File: src/rtl/sensor_packet_spi_master.sv
// Mode-0 SPI master: latches one sensor sample and sends it as a 16-byte, cs_n-framed packet.
// Define PKT_CHECKSUM_EN to make byte15 the XOR of bytes 0-14 (otherwise byte15 is 8'h00).
//
// state    | meaning
// ST_IDLE  | cs_n high, pkt_ready high, waiting for pkt_valid
// ST_SETUP | cs_n low, bit 127 on sdo, waiting out the setup time before the first sck rise
// ST_SHIFT | sck toggling every CLK_DIV cycles, sdo updated on falling edges
// ST_HOLD  | sck low, cs_n still low for CS_HOLD cycles
// ST_GAP   | cs_n high for GAP cycles before the next packet may be accepted
module sensor_packet_spi_master #(
  parameter int CLK_DIV  = 120,
  parameter int CS_SETUP = 4,
  parameter int CS_HOLD  = 4,
  parameter int GAP      = 16
) (
  input  logic        clk,
  input  logic        rst_n,
  input  logic        pkt_valid,
  output logic        pkt_ready,
  input  logic        quat_valid,
  input  logic        gyro_valid,
  input  logic [15:0] quat_w,
  input  logic [15:0] quat_x,
  input  logic [15:0] quat_y,
  input  logic [15:0] quat_z,
  input  logic [15:0] gyro_x,
  input  logic [15:0] gyro_y,
  input  logic [15:0] gyro_z,
  output logic        spi_sck,
  output logic        spi_sdo,
  output logic        spi_cs_n,
  output logic        busy,
  output logic        pkt_done
);

  typedef enum logic [2:0] {
    ST_IDLE,
    ST_SETUP,
    ST_SHIFT,
    ST_HOLD,
    ST_GAP
  } state_t;

  // The setup window also has to cover the first low half-period of sck.
  localparam int SETUP_LEN = (CS_SETUP > CLK_DIV) ? CS_SETUP : CLK_DIV;
  localparam logic [11:0] SETUP_LOAD = 12'(SETUP_LEN - 1);
  localparam logic [11:0] HALF_LOAD  = 12'(CLK_DIV - 1);
  localparam logic [11:0] HOLD_LOAD  = 12'(CS_HOLD - 1);
  localparam logic [11:0] GAP_LOAD   = 12'(GAP - 1);

  state_t        state;
  logic [11:0]   half_cnt;
  logic [6:0]    bit_cnt;
  logic [127:0]  shreg;
  logic [127:0]  pkt_word;

  assign pkt_word = {4'hA, 2'b00, quat_valid, gyro_valid,
                     quat_w, quat_x, quat_y, quat_z,
                     gyro_x, gyro_y, gyro_z, 8'h00};

`ifdef PKT_CHECKSUM_EN
  function automatic logic [7:0] xor_bytes(input logic [119:0] data);
    logic [7:0]   acc;
    logic [119:0] rest;
    acc  = '0;
    rest = data;
    for (int i = 0; i < 15; i++) begin
      acc  = acc ^ rest[7:0];
      rest = rest >> 8;
    end
    return acc;
  endfunction
`endif

  always_ff @(posedge clk or negedge rst_n) begin
    if (!rst_n) begin
      state     <= ST_IDLE;
      half_cnt  <= '0;
      bit_cnt   <= '0;
      shreg     <= '0;
      spi_sck   <= 1'b0;
      spi_sdo   <= 1'b0;
      spi_cs_n  <= 1'b1;
      busy      <= 1'b0;
      pkt_done  <= 1'b0;
      pkt_ready <= 1'b1;
    end else begin
      pkt_done <= 1'b0;
      case (state)
        ST_IDLE: begin
          if (pkt_valid) begin
            shreg     <= pkt_word;
            spi_sdo   <= pkt_word[127];
            spi_cs_n  <= 1'b0;
            busy      <= 1'b1;
            pkt_ready <= 1'b0;
            half_cnt  <= SETUP_LOAD;
            state     <= ST_SETUP;
          end
        end

        ST_SETUP: begin
          if (half_cnt == 12'd0) begin
`ifdef PKT_CHECKSUM_EN
            shreg[7:0] <= xor_bytes(shreg[127:8]);
`endif
            spi_sck  <= 1'b1;
            bit_cnt  <= '0;
            half_cnt <= HALF_LOAD;
            state    <= ST_SHIFT;
          end else begin
            half_cnt <= half_cnt - 12'd1;
          end
        end

        ST_SHIFT: begin
          if (half_cnt != 12'd0) begin
            half_cnt <= half_cnt - 12'd1;
          end else if (!spi_sck) begin
            spi_sck  <= 1'b1;
            half_cnt <= HALF_LOAD;
          end else if (bit_cnt == 7'd127) begin
            spi_sck  <= 1'b0;
            spi_sdo  <= 1'b0;
            half_cnt <= HOLD_LOAD;
            state    <= ST_HOLD;
          end else begin
            // Next bit goes out on the falling edge so it is stable at the next rise.
            spi_sck  <= 1'b0;
            spi_sdo  <= shreg[126];
            shreg    <= {shreg[126:0], 1'b0};
            bit_cnt  <= bit_cnt + 7'd1;
            half_cnt <= HALF_LOAD;
          end
        end

        ST_HOLD: begin
          if (half_cnt == 12'd0) begin
            spi_cs_n <= 1'b1;
            pkt_done <= 1'b1;
            half_cnt <= GAP_LOAD;
            state    <= ST_GAP;
          end else begin
            half_cnt <= half_cnt - 12'd1;
          end
        end

        ST_GAP: begin
          if (half_cnt == 12'd0) begin
            busy      <= 1'b0;
            pkt_ready <= 1'b1;
            state     <= ST_IDLE;
          end else begin
            half_cnt <= half_cnt - 12'd1;
          end
        end

        default: begin
          spi_sck   <= 1'b0;
          spi_sdo   <= 1'b0;
          spi_cs_n  <= 1'b1;
          busy      <= 1'b0;
          pkt_ready <= 1'b1;
          state     <= ST_IDLE;
        end
      endcase
    end
  end

endmodule

File: config.mk
export PLATFORM = sky130hd
export DESIGN_NAME = sensor_packet_spi_master
export DESIGN_NICKNAME = d
export VERILOG_FILES = /design/src/rtl/sensor_packet_spi_master.sv
export SDC_FILE = /design/constraint.sdc
export NUM_CORES = 1
export LEC_CHECK = 0
export CAP_MARGIN = 25
export CORE_MARGIN = 1.5
export CORE_UTILIZATION = 25
export CTS_CLUSTER_DIAMETER = 30
export DETAILED_ROUTE_END_ITERATION = 16
export SETUP_SLACK_MARGIN = 0.1
export SYNTH_ARGS = -nofsm -noshare
export SYNTH_HDL_FRONTEND = slang
export SYNTH_SLANG_ARGS = --single-unit
File: constraint.sdc
create_clock -name clk -period 3.4 [get_ports clk]
set_input_delay 0.68 -clock clk [delete_from_list [all_inputs] [get_ports clk]]
set_output_delay 0.68 -clock clk [all_outputs]
set_load 0.02 [all_outputs]
## After elaboration in Yosys (flattened, before gate mapping)

Cells that the tools add are included.

- Eq/ne operators: 14
- Add/sub/neg operators: 2
- Reduce and logical (&&, ||, !) cells: 18
- Bitwise operators: 4
- Muxes and demuxes: 42

Operator list:

| operator | number |
|---|---|
| $mux W127 | 4 |
| $pmux W127 S2 | 1 |
| $mux W12 | 5 |
| $pmux W12 S5 | 1 |
| $mux W7 | 6 |
| $mux W3 | 7 |
| $ne A2 B2 Y1 const B | 9 |
| $pmux W1 S3 | 5 |
| $pmux W3 S5 | 1 |
| $pmux W7 S2 | 1 |
| $logic_not A12 Y1 | 1 |
| $reduce_and A3 Y1 | 4 |
| $reduce_bool A12 Y1 | 1 |
| $reduce_or A3 Y1 | 4 |
| $sub A12 B1 Y12 const B | 1 |
| $mux W1 | 11 |
| $reduce_and A5 Y1 | 2 |
| $add A7 B1 Y7 const B | 1 |
| $eq A7 B7 Y1 const B | 1 |
| $reduce_and A7 Y1 | 1 |
| $eq A3 B2 Y1 const B | 2 |
| $reduce_bool A5 Y1 | 1 |
| $not A1 Y1 | 4 |
| $reduce_and A4 Y1 | 1 |
| other kinds (4) | 5 |

- Output and inout bits: 6
- Bits in registers: 155
- Input bits: 117

## Logic depth before layout (Yosys ltp)

- Depth after elaboration: 5
- Depth in mapped cells: 10
- Mapped depth without buffers: 7

## Worst setup path after synthesis

Ideal clock, no wire load.

- Path kind: reg2reg
- Start point: register half_cnt[0]
- End point: register shreg[83]
- Data arrival time: 2170 ps
- Clock period less this slack: 2302 ps
- Stages on the path, launching flop included: 11
- Path slack: 1098 ps
- Buffers on the path: 3
- Path through: dfrtp_1 > inv_1 > ha_1 > or4b_4 > nor3_4 > a41oi_4 > buf_6 > buf_6 > buf_6 > nand2_1 > o21ai_1

- Cells in the longest elaborated chain, start to end: 3

Ends and longest elaborated chain:

| element | RTL line | RTL |
|---|---|---|
| start, declared | 52 | `logic [11:0] half_cnt;` |
| start signal, assigned | 112 | `half_cnt <= half_cnt - 12'd1;` |
| start signal, assigned | 118 | `half_cnt <= half_cnt - 12'd1;` |
| start signal, assigned | 144 | `half_cnt <= half_cnt - 12'd1;` |
| $reduce_bool A12 Y1 | 117 | `if (half_cnt != 12'd0) begin` |
| $ne A2 B2 Y1 (no source line) | n/a |  |
| $reduce_and A5 Y1 (no source line) | n/a |  |
| end signal, assigned | 92 | `shreg <= pkt_word;` |
| end signal, assigned | 131 | `shreg <= {shreg[126:0], 1'b0};` |
| end, declared | 54 | `logic [127:0] shreg;` |

Every way passes these cells.
A chain may end at the register's enable or synchronous reset.

## Worst setup path in the final report

- Start point: register half_cnt[0]
- End point: register shreg[95]

Same word-level chain as after synthesis.

==> out/results.ini <==
[status]
outcome=finished clean

[drt]
postRouteAntennaNets=0
met1_length_um=8050
vias_per_cell=4.40
wl_met3_um=983
wl_met2_um=6680
routed.top_layer=met5
drc=0
drt-initial-drc-count=265
wl_per_cell_um=13.2
first_pass_iters=5
wirelength_um=15900
vias=5290

[power]
leakage_nw=3.68
finalPower_w=0.00559
p_per_area_nw_per_um2=600
irDropWorstVdd_mv=0.300

[sta]
fin_crit_ns=2.52
drv_slew=0
maxSlewHeadroom_pct=46.1
whs_ns=0.227
tns_ns=0
skew_ns=0.00957
tightest_slew_ns=0.806
rsz0062_at_grt=false
hold_viol_final=0
fmax_mhz=396
setup_viol_count_final=0
finalCritPeriodShare_pct=74.2

[worst_setup_path]
cp.required_ns=3.67
arrival_ns=2.80
r2r_end=shreg[95]
worstSetupPathType=reg -> reg
r2r_cells=9
end_kind=flop
rr_startpoint=half_cnt[0]
cp-startpoint=half_cnt[0]
cp-endpoint=shreg[95]
cp-start-kind=flop
r2r_slack_ns=0.88
cp_max_fo=131

[synthesis]
syn_nets=825
synth_xor_area_share_pct=0.491
synthSimpleGateAreaFrac_pct=13.5
synth_most_common_cell=dfrtp_1
ys_types=54
synth_cells=706
synth_top_area_share_pct=50.9
syn-cell-area_sq_um=7130
synth.cells.most_frequent=145 x dfrtp_1, 132 x nand2_1, 113 x mux2i_1
synthMuxAreaShare_pct=16.0
async_flop_share_pct=100
synth-adder-area-share_pct=0.351
synth-edff-count=0
ys.flop_type=dfrtp_1
synth_compound_area_share_pct=14.2
synth_top_family_by_area=multiplexers
ys_ff_latch=147
synth_area_leaders=dfrtp_1 51%, mux2i_1 16%, nand2_1 6.9%, o21ai_1 5.5%, o21ai_0 3.3%
synth_area_leader_cell=dfrtp_1
ys_warn_count=0
yosysSeqAreaShare_pct=51.6
synth.avg_cell_area_sq_um=10.1

[cells_and_area]
num-fill-cells=2878
final_nets=931
antennaDiodeCount=0
ff_latch_area_sq_um=3680
fin_area_sq_um=9320
drive_above_1_share_pct=7.03
syn_to_final_growth_pct=30.7
multi_input_area_sq_um=3180

[clock_tree]
root_buffer=clkbuf_16
worstSkewPairLatency_ns=0.42
htree_levels=4
path_clk_slew_ns=0.06
clockBufferDepth=2
cts_resized=0
cts_tree=built
clock_sinks=147
post_cts_buffers=0
cts_hold_buf=0
cts_buffers=17

[floorplan]
die-area_sq_um=29600
coreArea_sq_um=27900
die_h_um=172
start_util_pct=25.5
die_x_um=172
num_rows=61
io_pins=123

[place]
numPortBuffers=122
place_hpwl_um=10700
dpl_cell_area_sq_um=8730
gp_congestion=0.744

[hold_path]
hold_path.class=in -> async

[grt]
track_usage_pct=11.2
antenna_found_initial=1
grt_overflow=0
grt_pass1_wl_um=26400
grt_pass1_vias=5146
grt_max_degree=132

[job]
cap_viol_max_count=0

[cell families (layout without fill, tap and decap cells)]
kind of cell,count (synthesis),after routing
AND/OR/NAND/NOR,210,210
adder cells (fa/ha/maj),2,2
flip-flops,147,147
XOR/XNOR,4,4
multiplexers,114,114
buffers and inverters,53,172
AO/OA/AOI/OAI,176,176
[layout make-up]
cell class,instances,area share (%)
flip-flops and latches,147,39.5
well taps,378,5.07
multi-input cells,506,34.1
repair buffers,135,14.8
clock inverters,11,1.38
inverters,5,0.201
clock buffers,21,4.94
[layer usage]
layer | vias up | GRT usage, %
li1 | 2703 | -
met1 | 2465 | 15.5
met2 | 105 | 16.5
met3 | 15 | 3.85
met4 | 2 | 3.40
met5 | - | 0
[how the worst min path moves through the flow]
stage	to	from	depth (start not counted)
2_1_floorplan	bit_cnt[0]	rst_n	0
6_report	shreg[79]	rst_n	1
4_1_cts	shreg[81]	rst_n	1
5_1_grt	shreg[80]	rst_n	1
3_5_place_dp	pkt_ready	pkt_ready	2
3_3_place_gp	pkt_ready	pkt_ready	2
[state kept, by name, indices dropped and copies added (netlist names)]
name and cells:
bit_cnt 7, spi_sdo 1, pkt_done 1, pkt_ready 1, shreg 119, busy 1
half_cnt 12, state 3, spi_cs_n 1, spi_sck 1
[worst max-delay path, stage by stage (launching register included)]
cell and delay, ns:
dfrtp_1 0.41, inv_1 0.07, ha_1 0.23, or4b_4 0.56, nor3_4 0.22, buf_4 0.18
a41oi_4 0.15, buf_12 0.27, nand2_1 0.12, o21ai_0 0.08
[through the flow]
| stage | cells | setup slack (ns) | util [%] |
|---|---|---|---|
| floorplan | 706 | 1.10 | - |
| global placement | 1171 | 0.674 | 31.3 |
| detailed placement | 1171 | 0.634 | 31.3 |
| CTS | 1203 | 0.878 | 33.4 |
| global route | 1203 | 0.681 | 33.4 |
| finish | 1203 | 0.876 | 33.4 |
[layout by cell type (no fill, tap or decap), types with 4 or more instances in the layout]
cell,instances
mux2i_1,113
a22o_1,5
nor3_1,13
inv_1,5
o21ai_0,47
clkbuf_16,17
nand3_1,10
nand2b_1,5
buf_12,5
nand2_1,132
nor2_1,20
clkinvlp_4,5
nand4_1,4
buf_4,8
o211ai_1,4
o21ai_1,79
dfrtp_1,145
clkdlybuf4s50_1,121
a31oi_1,9
a21oi_1,13
[where the power goes]
group / total (W) / switching [W] / leakage (nW) / internal, W
clock network: 0.00189 / 0.000763 / 0.272 / 0.00112
logic: 0.000990 / 0.000477 / 1.57 / 0.000512
registers: 0.00271 / 0.000388 / 1.84 / 0.00233
total: 0.00559 / 0.00163 / 3.68 / 0.00396
(Power assumes the default switching activity.)
